==> src/rtl/hazard_stall_ctrl.sv <==
// Hazard/stall controller for the 5-stage core: decides per cycle which pipeline
// registers advance, hold or squash, and keeps saturating stall/flush counters.
module hazard_stall_ctrl #(
    parameter int REG_W   = 5,
    parameter int TIMEOUT = 64,
    parameter int CNT_W   = 16
) (
    input  logic             clk,
    input  logic             arst_n,
    input  logic [REG_W-1:0] id_rs,
    input  logic [REG_W-1:0] id_rt,
    input  logic             id_uses_rt,
    input  logic [REG_W-1:0] ex_rd,
    input  logic             ex_mem_read,
    input  logic             ex_branch_taken,
    input  logic             mem_req,
    input  logic             mem_ready,
    input  logic             err_clear,
    input  logic             cnt_clear,
    output logic             pc_write,
    output logic             if_id_write,
    output logic             if_id_flush,
    output logic             id_ex_write,
    output logic             id_ex_bubble,
    output logic             ex_mem_write,
    output logic             mem_wb_write,
    output logic             mem_error,
    output logic [1:0]       state,
    output logic [CNT_W-1:0] stall_cnt,
    output logic [CNT_W-1:0] flush_cnt
);

    typedef enum logic [1:0] {
        ST_RUN  = 2'b00,
        ST_WAIT = 2'b01,
        ST_ERR  = 2'b10
    } state_t;

    localparam int               WC_W      = $clog2(TIMEOUT) + 1;
    localparam logic [WC_W-1:0]  WAIT_LAST = WC_W'(TIMEOUT - 1);
    localparam logic [CNT_W-1:0] CNT_MAX   = {CNT_W{1'b1}};

    state_t           state_r;
    state_t           state_nxt_s;
    logic [WC_W-1:0]  wait_cnt_r;
    logic [WC_W-1:0]  wait_nxt_s;
    logic             mem_error_r;
    logic [CNT_W-1:0] stall_cnt_r;
    logic [CNT_W-1:0] flush_cnt_r;

    logic load_use_s;
    logic mem_stall_s;
    logic advance_s;
    logic hold_front_s;

    assign load_use_s  = ex_mem_read && (ex_rd != {REG_W{1'b0}}) &&
                         ((ex_rd == id_rs) || (id_uses_rt && (ex_rd == id_rt)));
    assign mem_stall_s = mem_req && !mem_ready;
    // A taken branch squashes the ID instruction, so load-use only holds PC/IF-ID without it.
    assign hold_front_s = load_use_s && !ex_branch_taken;

    // Next-state, wait counter and whether the pipeline advances this cycle.
    always_comb begin
        state_nxt_s = state_r;
        wait_nxt_s  = wait_cnt_r;
        advance_s   = 1'b0;
        case (state_r)
            ST_RUN: begin
                if (mem_stall_s) begin
                    state_nxt_s = ST_WAIT;
                    wait_nxt_s  = WC_W'(1);
                end else begin
                    advance_s = 1'b1;
                end
            end
            ST_WAIT: begin
                if (mem_ready) begin
                    advance_s   = 1'b1;
                    state_nxt_s = ST_RUN;
                    wait_nxt_s  = {WC_W{1'b0}};
                end else if (wait_cnt_r == WAIT_LAST) begin
                    state_nxt_s = ST_ERR;
                end else begin
                    wait_nxt_s = wait_cnt_r + WC_W'(1);
                end
            end
            ST_ERR: begin
                if (err_clear) begin
                    state_nxt_s = ST_RUN;
                    wait_nxt_s  = {WC_W{1'b0}};
                end else begin
                    state_nxt_s = ST_ERR;
                end
            end
            default: begin
                state_nxt_s = ST_RUN;
                wait_nxt_s  = {WC_W{1'b0}};
            end
        endcase
    end

    assign pc_write     = advance_s && !hold_front_s;
    assign if_id_write  = advance_s && !hold_front_s;
    assign if_id_flush  = advance_s && ex_branch_taken;
    assign id_ex_write  = advance_s;
    assign id_ex_bubble = advance_s && (ex_branch_taken || load_use_s);
    assign ex_mem_write = advance_s;
    assign mem_wb_write = advance_s;

    // State, wait counter and error flag registers.
    always_ff @(posedge clk or negedge arst_n) begin
        if (!arst_n) begin
            state_r     <= ST_RUN;
            wait_cnt_r  <= {WC_W{1'b0}};
            mem_error_r <= 1'b0;
        end else begin
            state_r     <= state_nxt_s;
            wait_cnt_r  <= wait_nxt_s;
            mem_error_r <= (state_nxt_s == ST_ERR);
        end
    end

    // Saturating performance counters; cnt_clear beats increment.
    always_ff @(posedge clk or negedge arst_n) begin
        if (!arst_n) begin
            stall_cnt_r <= {CNT_W{1'b0}};
            flush_cnt_r <= {CNT_W{1'b0}};
        end else if (cnt_clear) begin
            stall_cnt_r <= {CNT_W{1'b0}};
            flush_cnt_r <= {CNT_W{1'b0}};
        end else begin
            if (!pc_write && (stall_cnt_r != CNT_MAX)) begin
                stall_cnt_r <= stall_cnt_r + CNT_W'(1);
            end else begin
                stall_cnt_r <= stall_cnt_r;
            end
            if (if_id_flush && (flush_cnt_r != CNT_MAX)) begin
                flush_cnt_r <= flush_cnt_r + CNT_W'(1);
            end else begin
                flush_cnt_r <= flush_cnt_r;
            end
        end
    end

    assign state     = state_r;
    assign mem_error = mem_error_r;
    assign stall_cnt = stall_cnt_r;
    assign flush_cnt = flush_cnt_r;

endmodule

==> config.mk <==
export PLATFORM = sky130hd
export DESIGN_NAME = hazard_stall_ctrl
export DESIGN_NICKNAME = d
export VERILOG_FILES = /design/src/rtl/hazard_stall_ctrl.sv
export SDC_FILE = /design/constraint.sdc
export NUM_CORES = 1
export LEC_CHECK = 0
export BUFFER_PORTS_ARGS = -buffer_cell sky130_fd_sc_hd__buf_2
export CAP_MARGIN = 20
export CORE_UTILIZATION = 43
export DETAILED_ROUTE_END_ITERATION = 6
export PLACE_DENSITY = 0.73
export SYNTH_ARGS = -nofsm -noshare
export SYNTH_HDL_FRONTEND = slang
export SYNTH_SLANG_ARGS = --single-unit
==> constraint.sdc <==
create_clock -name clk -period 2.3 [get_ports clk]
set_input_delay 0.69 -clock clk [delete_from_list [all_inputs] [get_ports clk]]
set_output_delay 0.69 -clock clk [all_outputs]
set_load 0.02 [all_outputs]
# After elaboration in Yosys (flattened, before gate mapping)
# Index checks and enable logic that the tools add are counted.
# word_totals
inputBits,24
elab_cells,57
out_inout_bits,42
regBits,42
# op_classes
n_reduce_logical,21
eq_ne,11
n_mux,17
add_sub_neg,3
# ops
op,n
$mux 16,4
$add 16x1->16 const B,2
$ne 16x16->1 const B,2
$mux 7,4
$pmux 7 s3,1
$eq 5x5->1,2
$logic_and 1x1->1,10
$mux 2,4
$add 7x1->7 const B,1
$eq 7x6->1 const B,1
$pmux 2 s3,1
$reduce_bool 5->1,1
$eq 2x2->1 const B,2
$logic_not 1->1,4
$ne 2x2->1 const B,2
$reduce_bool 2->1,2
$ne 3x3->1 const B,1
$reduce_and 3->1,1
$eq 2x1->1 const B,1
$logic_not 2->1,1
$logic_or 1x1->1,2
$mux 1,2
$pmux 1 s2,1

# Logic depth before layout (Yosys ltp)
# depth
ltp_word,11
mapped_depth,8
ltp_nobuf,7

# Least setup slack after synthesis
# No wires, ideal clock.
# synth_path
path_type,input to output
from,input port ex_rd[1]
to,output port pc_write
arrival_ps,1863
path_slack_ps,-253
cell_stages,5
t_required_ps,1610
n_path_buf,1
cell_sequence,or4_1 > o21ai_2 > o31ai_1 > inv_1 > buf_4
# synth_between
elab_chain_cells,7
elab_cells_between_ends,10
cone_classes,2 x eq/ne; 8 x reduce/logical
# synth_lines
element,line,text
start: declaration,13,"input logic [REG_W-1:0] ex_rd,"
$eq 5x5->1,57,((ex_rd == id_rs) || (id_uses_rt && (ex_rd == id_rt)));
$logic_and 1x1->1,57,
$logic_or 1x1->1,57,
$logic_and 1x1->1 *,56,assign load_use_s = ex_mem_read && (ex_rd != {REG_W{1'b0}}) &&
$logic_and 1x1->1 *,60,assign hold_front_s = load_use_s && !ex_branch_taken;
$logic_not 1->1 *,--,
$logic_and 1x1->1 *,--,
end: declaration,20,"output logic pc_write,"
# Every way passes the cells marked *; elsewhere a longest branch is shown, timed or not.

# Worst setup path in the final report
# layout_path
from,input port ex_rd[4]
to,output port id_ex_bubble
# layout_between
elab_chain_cells,6
elab_cells_between_ends,9
cone_classes,2 x eq/ne; 7 x reduce/logical
# layout_lines
element,line,text
$eq 5x5->1,57,
$logic_and 1x1->1,57,
$logic_or 1x1->1,57,
$logic_and 1x1->1 *,56,
$logic_or 1x1->1 *,106,assign id_ex_bubble = advance_s && (ex_branch_taken || load_use_s);
$logic_and 1x1->1 *,106,
end: declaration,24,"output logic id_ex_bubble,"
# Marked as above.

==> out/results.txt <==
Ant. Diodes -> 0
I/O Buffers -> 65
Area Growth Syn to Fin -> 29.6%
number of flops mapped to enable cells by yosys -> 0
top cells by area, synth -> dfrtp_1, xor2_1, xnor2_1, nor2_1, nand4_1
CTS root buf -> clkbuf_8
HP Class -> in2async
maxcap violations -> 0
failing checks -> negative setup slack
Gate power share -> 15.8%
io pins -> 66
Post-Syn Nets -> 277
core box area -> 0.00520 mm^2
Yosys top cell area share -> 44.3%
worst slack at placement -> -359 ps
hold buffer count at CTS -> 0
grt peak-use layer -> met2
total die area -> 0.00581 mm^2
Crit Path Category -> in2out
Post-synth top flop -> dfrtp_1
Int Pwr -> 0.00107 W
Slew HR -> 66.5%
Net Sw Power -> 0.000419 W
layout cell share with drive strength beyond 1 -> 32.6%
maximum VDD drop -> 0.258 mV
clock share of power -> 32.8%
initial drt markers -> 105
Distinct cells, synth -> 47
gr usage total -> 20.0%
Synth Warn # -> 0
RePlAce Congestion -> 0.785
gr ovfl total -> 0
RSZ-0062 raised after global routing -> yes
Fin Clk Skew -> 8.57 ps
met1 GRT Util -> 24.6%
DR vias/cell -> 5.43
r2r startpoint -> stall_cnt[0]
met3 track demand over resource -> 4.07%
vias in the first global route -> 2061
crit path DAT -> 1890 ps
Max Fclk -> 0.388 GHz
post-synth top area cell -> dfrtp_1
final wirelength -> 5.56 mm
total power density per cell area -> 486 mW/mm^2
clk sinks -> 42
fillers -> 471
met2 usage -> 34.7%
Gate Count Post-Synth -> 250
Starting Density -> 45.6%
worst-path fanout max -> 3
global-route wire length before repair -> 9.28 mm
Hold Fails Final Rpt -> 0
Worst-Margin Slew -> 502 ps
post-route setup TNS -> -702 ps
TritonCTS clock tree -> built
Die Y -> 76.3 um
CTS max path bufs -> 2
period utilization -> 112%
Reg clk slew, reported paths -> 90 ps
wire length per cell -> 13.8 um
Req. time, crit path -> 1610 ps
sequential cell area fraction in the yosys report -> 44.3%
FF+latch count, synth -> 42
largest net degree at the start of global routing -> 24
antenna viol nets, final -> 0
Die X -> 76.3 um
Crit. End Element -> output port
FP Rows -> 26
fin crit period -> 2580 ps
later-pin clock latency in the skew report -> 300 ps
sw frac -> 28.0%
cts bufs inserted -> 5
startpoint types -> input port
Synth Area per Inst -> 9.48 um^2
Nets -> 360
worst setup margin -> -280 ps
detailed-route DRC error count -> 0
HPWL after detailed placement -> 4.01 mm
initial antenna violation count -> 0
Crit. Startpoint -> ex_rd[4]
DR vias -> 2193
final setup fails -> 3
Leak Pwr -> 1.46 nW
status -> finished with violations
max-slew violations -> 0
DR pass1 iterations -> 5
Post-synth ARST share -> 100%
sequential power share -> 51.5%
post-synth design cell area -> 0.00237 mm^2
H-tree levels -> 2
cell usage after synthesis (2+ instances only):
library cell / count
dfrtp_1: 42
nor2_1: 26
xor2_1: 17
a21oi_1: 15
nand2_1: 15
nand3_1: 13
nand4_1: 13
xnor2_1: 12
o21ai_0: 10
or3_1: 9
nor3_1: 6
o31ai_1: 6
and3_1: 5
inv_1: 5
and2_1: 4
buf_4: 4
clkbuf_1: 4
nor3b_1: 4
or4_1: 4
ha_1: 3
and4_1: 2
mux2i_1: 2
nor2b_1: 2
nor4_1: 2
o21a_1: 2
o2bb2ai_1: 2
final timing paths:
check	endpoint	slack (ps)	depth (start not counted)
max in group asynchronous	stall_cnt[13]	1450	2
max	id_ex_bubble	-280	6
min reg2reg	mem_error	520	1
min	flush_cnt[9]	340	1
max reg2reg	stall_cnt[8]	210	8
min in group clk	mem_error	520	1
repair_timing:
item | CTS | global route
resized for setup | 7 | 9
pin swaps | 4 | 4
endpoints found under the setup margin | 4 | 3
buffers inserted | 0 | 2
kinds of logic after synthesis:
kind of cell | share of synthesized area, %
buf+inv | 3.48
compound gates | 12.3
mux | 1.79
simple gates | 25.8
flops | 44.3
fa+ha+maj | 1.58
xor+xnor | 10.7
power groups by stage:
stage	clock [W]	sequential [W]	combinational, W
after global routing	0.000527	0.000771	0.000260
after global placement	0	0.000782	0.000217
final	0.000489	0.000768	0.000236
after CTS	0.000496	0.000768	0.000225
after detailed placement	0	0.000783	0.000219
after floorplan	0	0.000791	0.000110
routing by layer:
| layer | share of wire (%) | vias up |
|---|---|---|
| li1 | - | 1074 |
| met4 | 1.3 | 0 |
| met5 | 0 | - |
| met2 | 49 | 60 |
| met1 | 45 | 1053 |
| met3 | 4.3 | 6 |
placed cells by master, fill, tap and decap left out, types with 9 or more instances in the layout:
cell type	Yosys	routed
a21oi_1	15	15
buf_2	0	60
buf_4	4	19
dfrtp_1	42	42
nand2_1	15	15
nand3_1	13	13
nand4_1	13	13
nor2_1	26	25
o21ai_0	10	10
or3_1	9	9
xnor2_1	12	10
xor2_1	17	17
area by class of cell:
type / count / area [um^2] / share of cell area [%]
inverters: 6 / 22.5 / 0.733
clock buffers: 6 / 72.6 / 2.36
repair buffers: 86 / 543 / 17.7
well taps: 70 / 87.6 / 2.85
flip-flops and latches: 42 / 1050 / 34.2
multi-input cells: 192 / 1280 / 41.7
clock inverters: 2 / 13.8 / 0.448
sequential cells by signal, summed over array words and instances (netlist names):
register	cells
flush_cnt	16
mem_error	1
stall_cnt	16
state	2
wait_cnt_r	7
through the flow:
stage	power [W]	utilization (%)	hold slack [ps]	std cells	area (um^2)
3_3_place_gp	0.000998	55.9	504	394	2910
4_1_cts	0.00149	57.9	364	402	3020
5_1_grt	0.00156	59.0	378	404	3070
6_report	0.00149	59.0	344	404	3070
3_5_place_dp	0.00100	55.9	519	394	2910
2_1_floorplan	0.000901	-	394	250	2390
critical path, cell delays in order:
cell and delay (ps):
buf_8 100, or4_4 540, o21ai_4 200, nor2_2 50, o21a_2 190, buf_6 120
(Power assumes the default switching activity.)
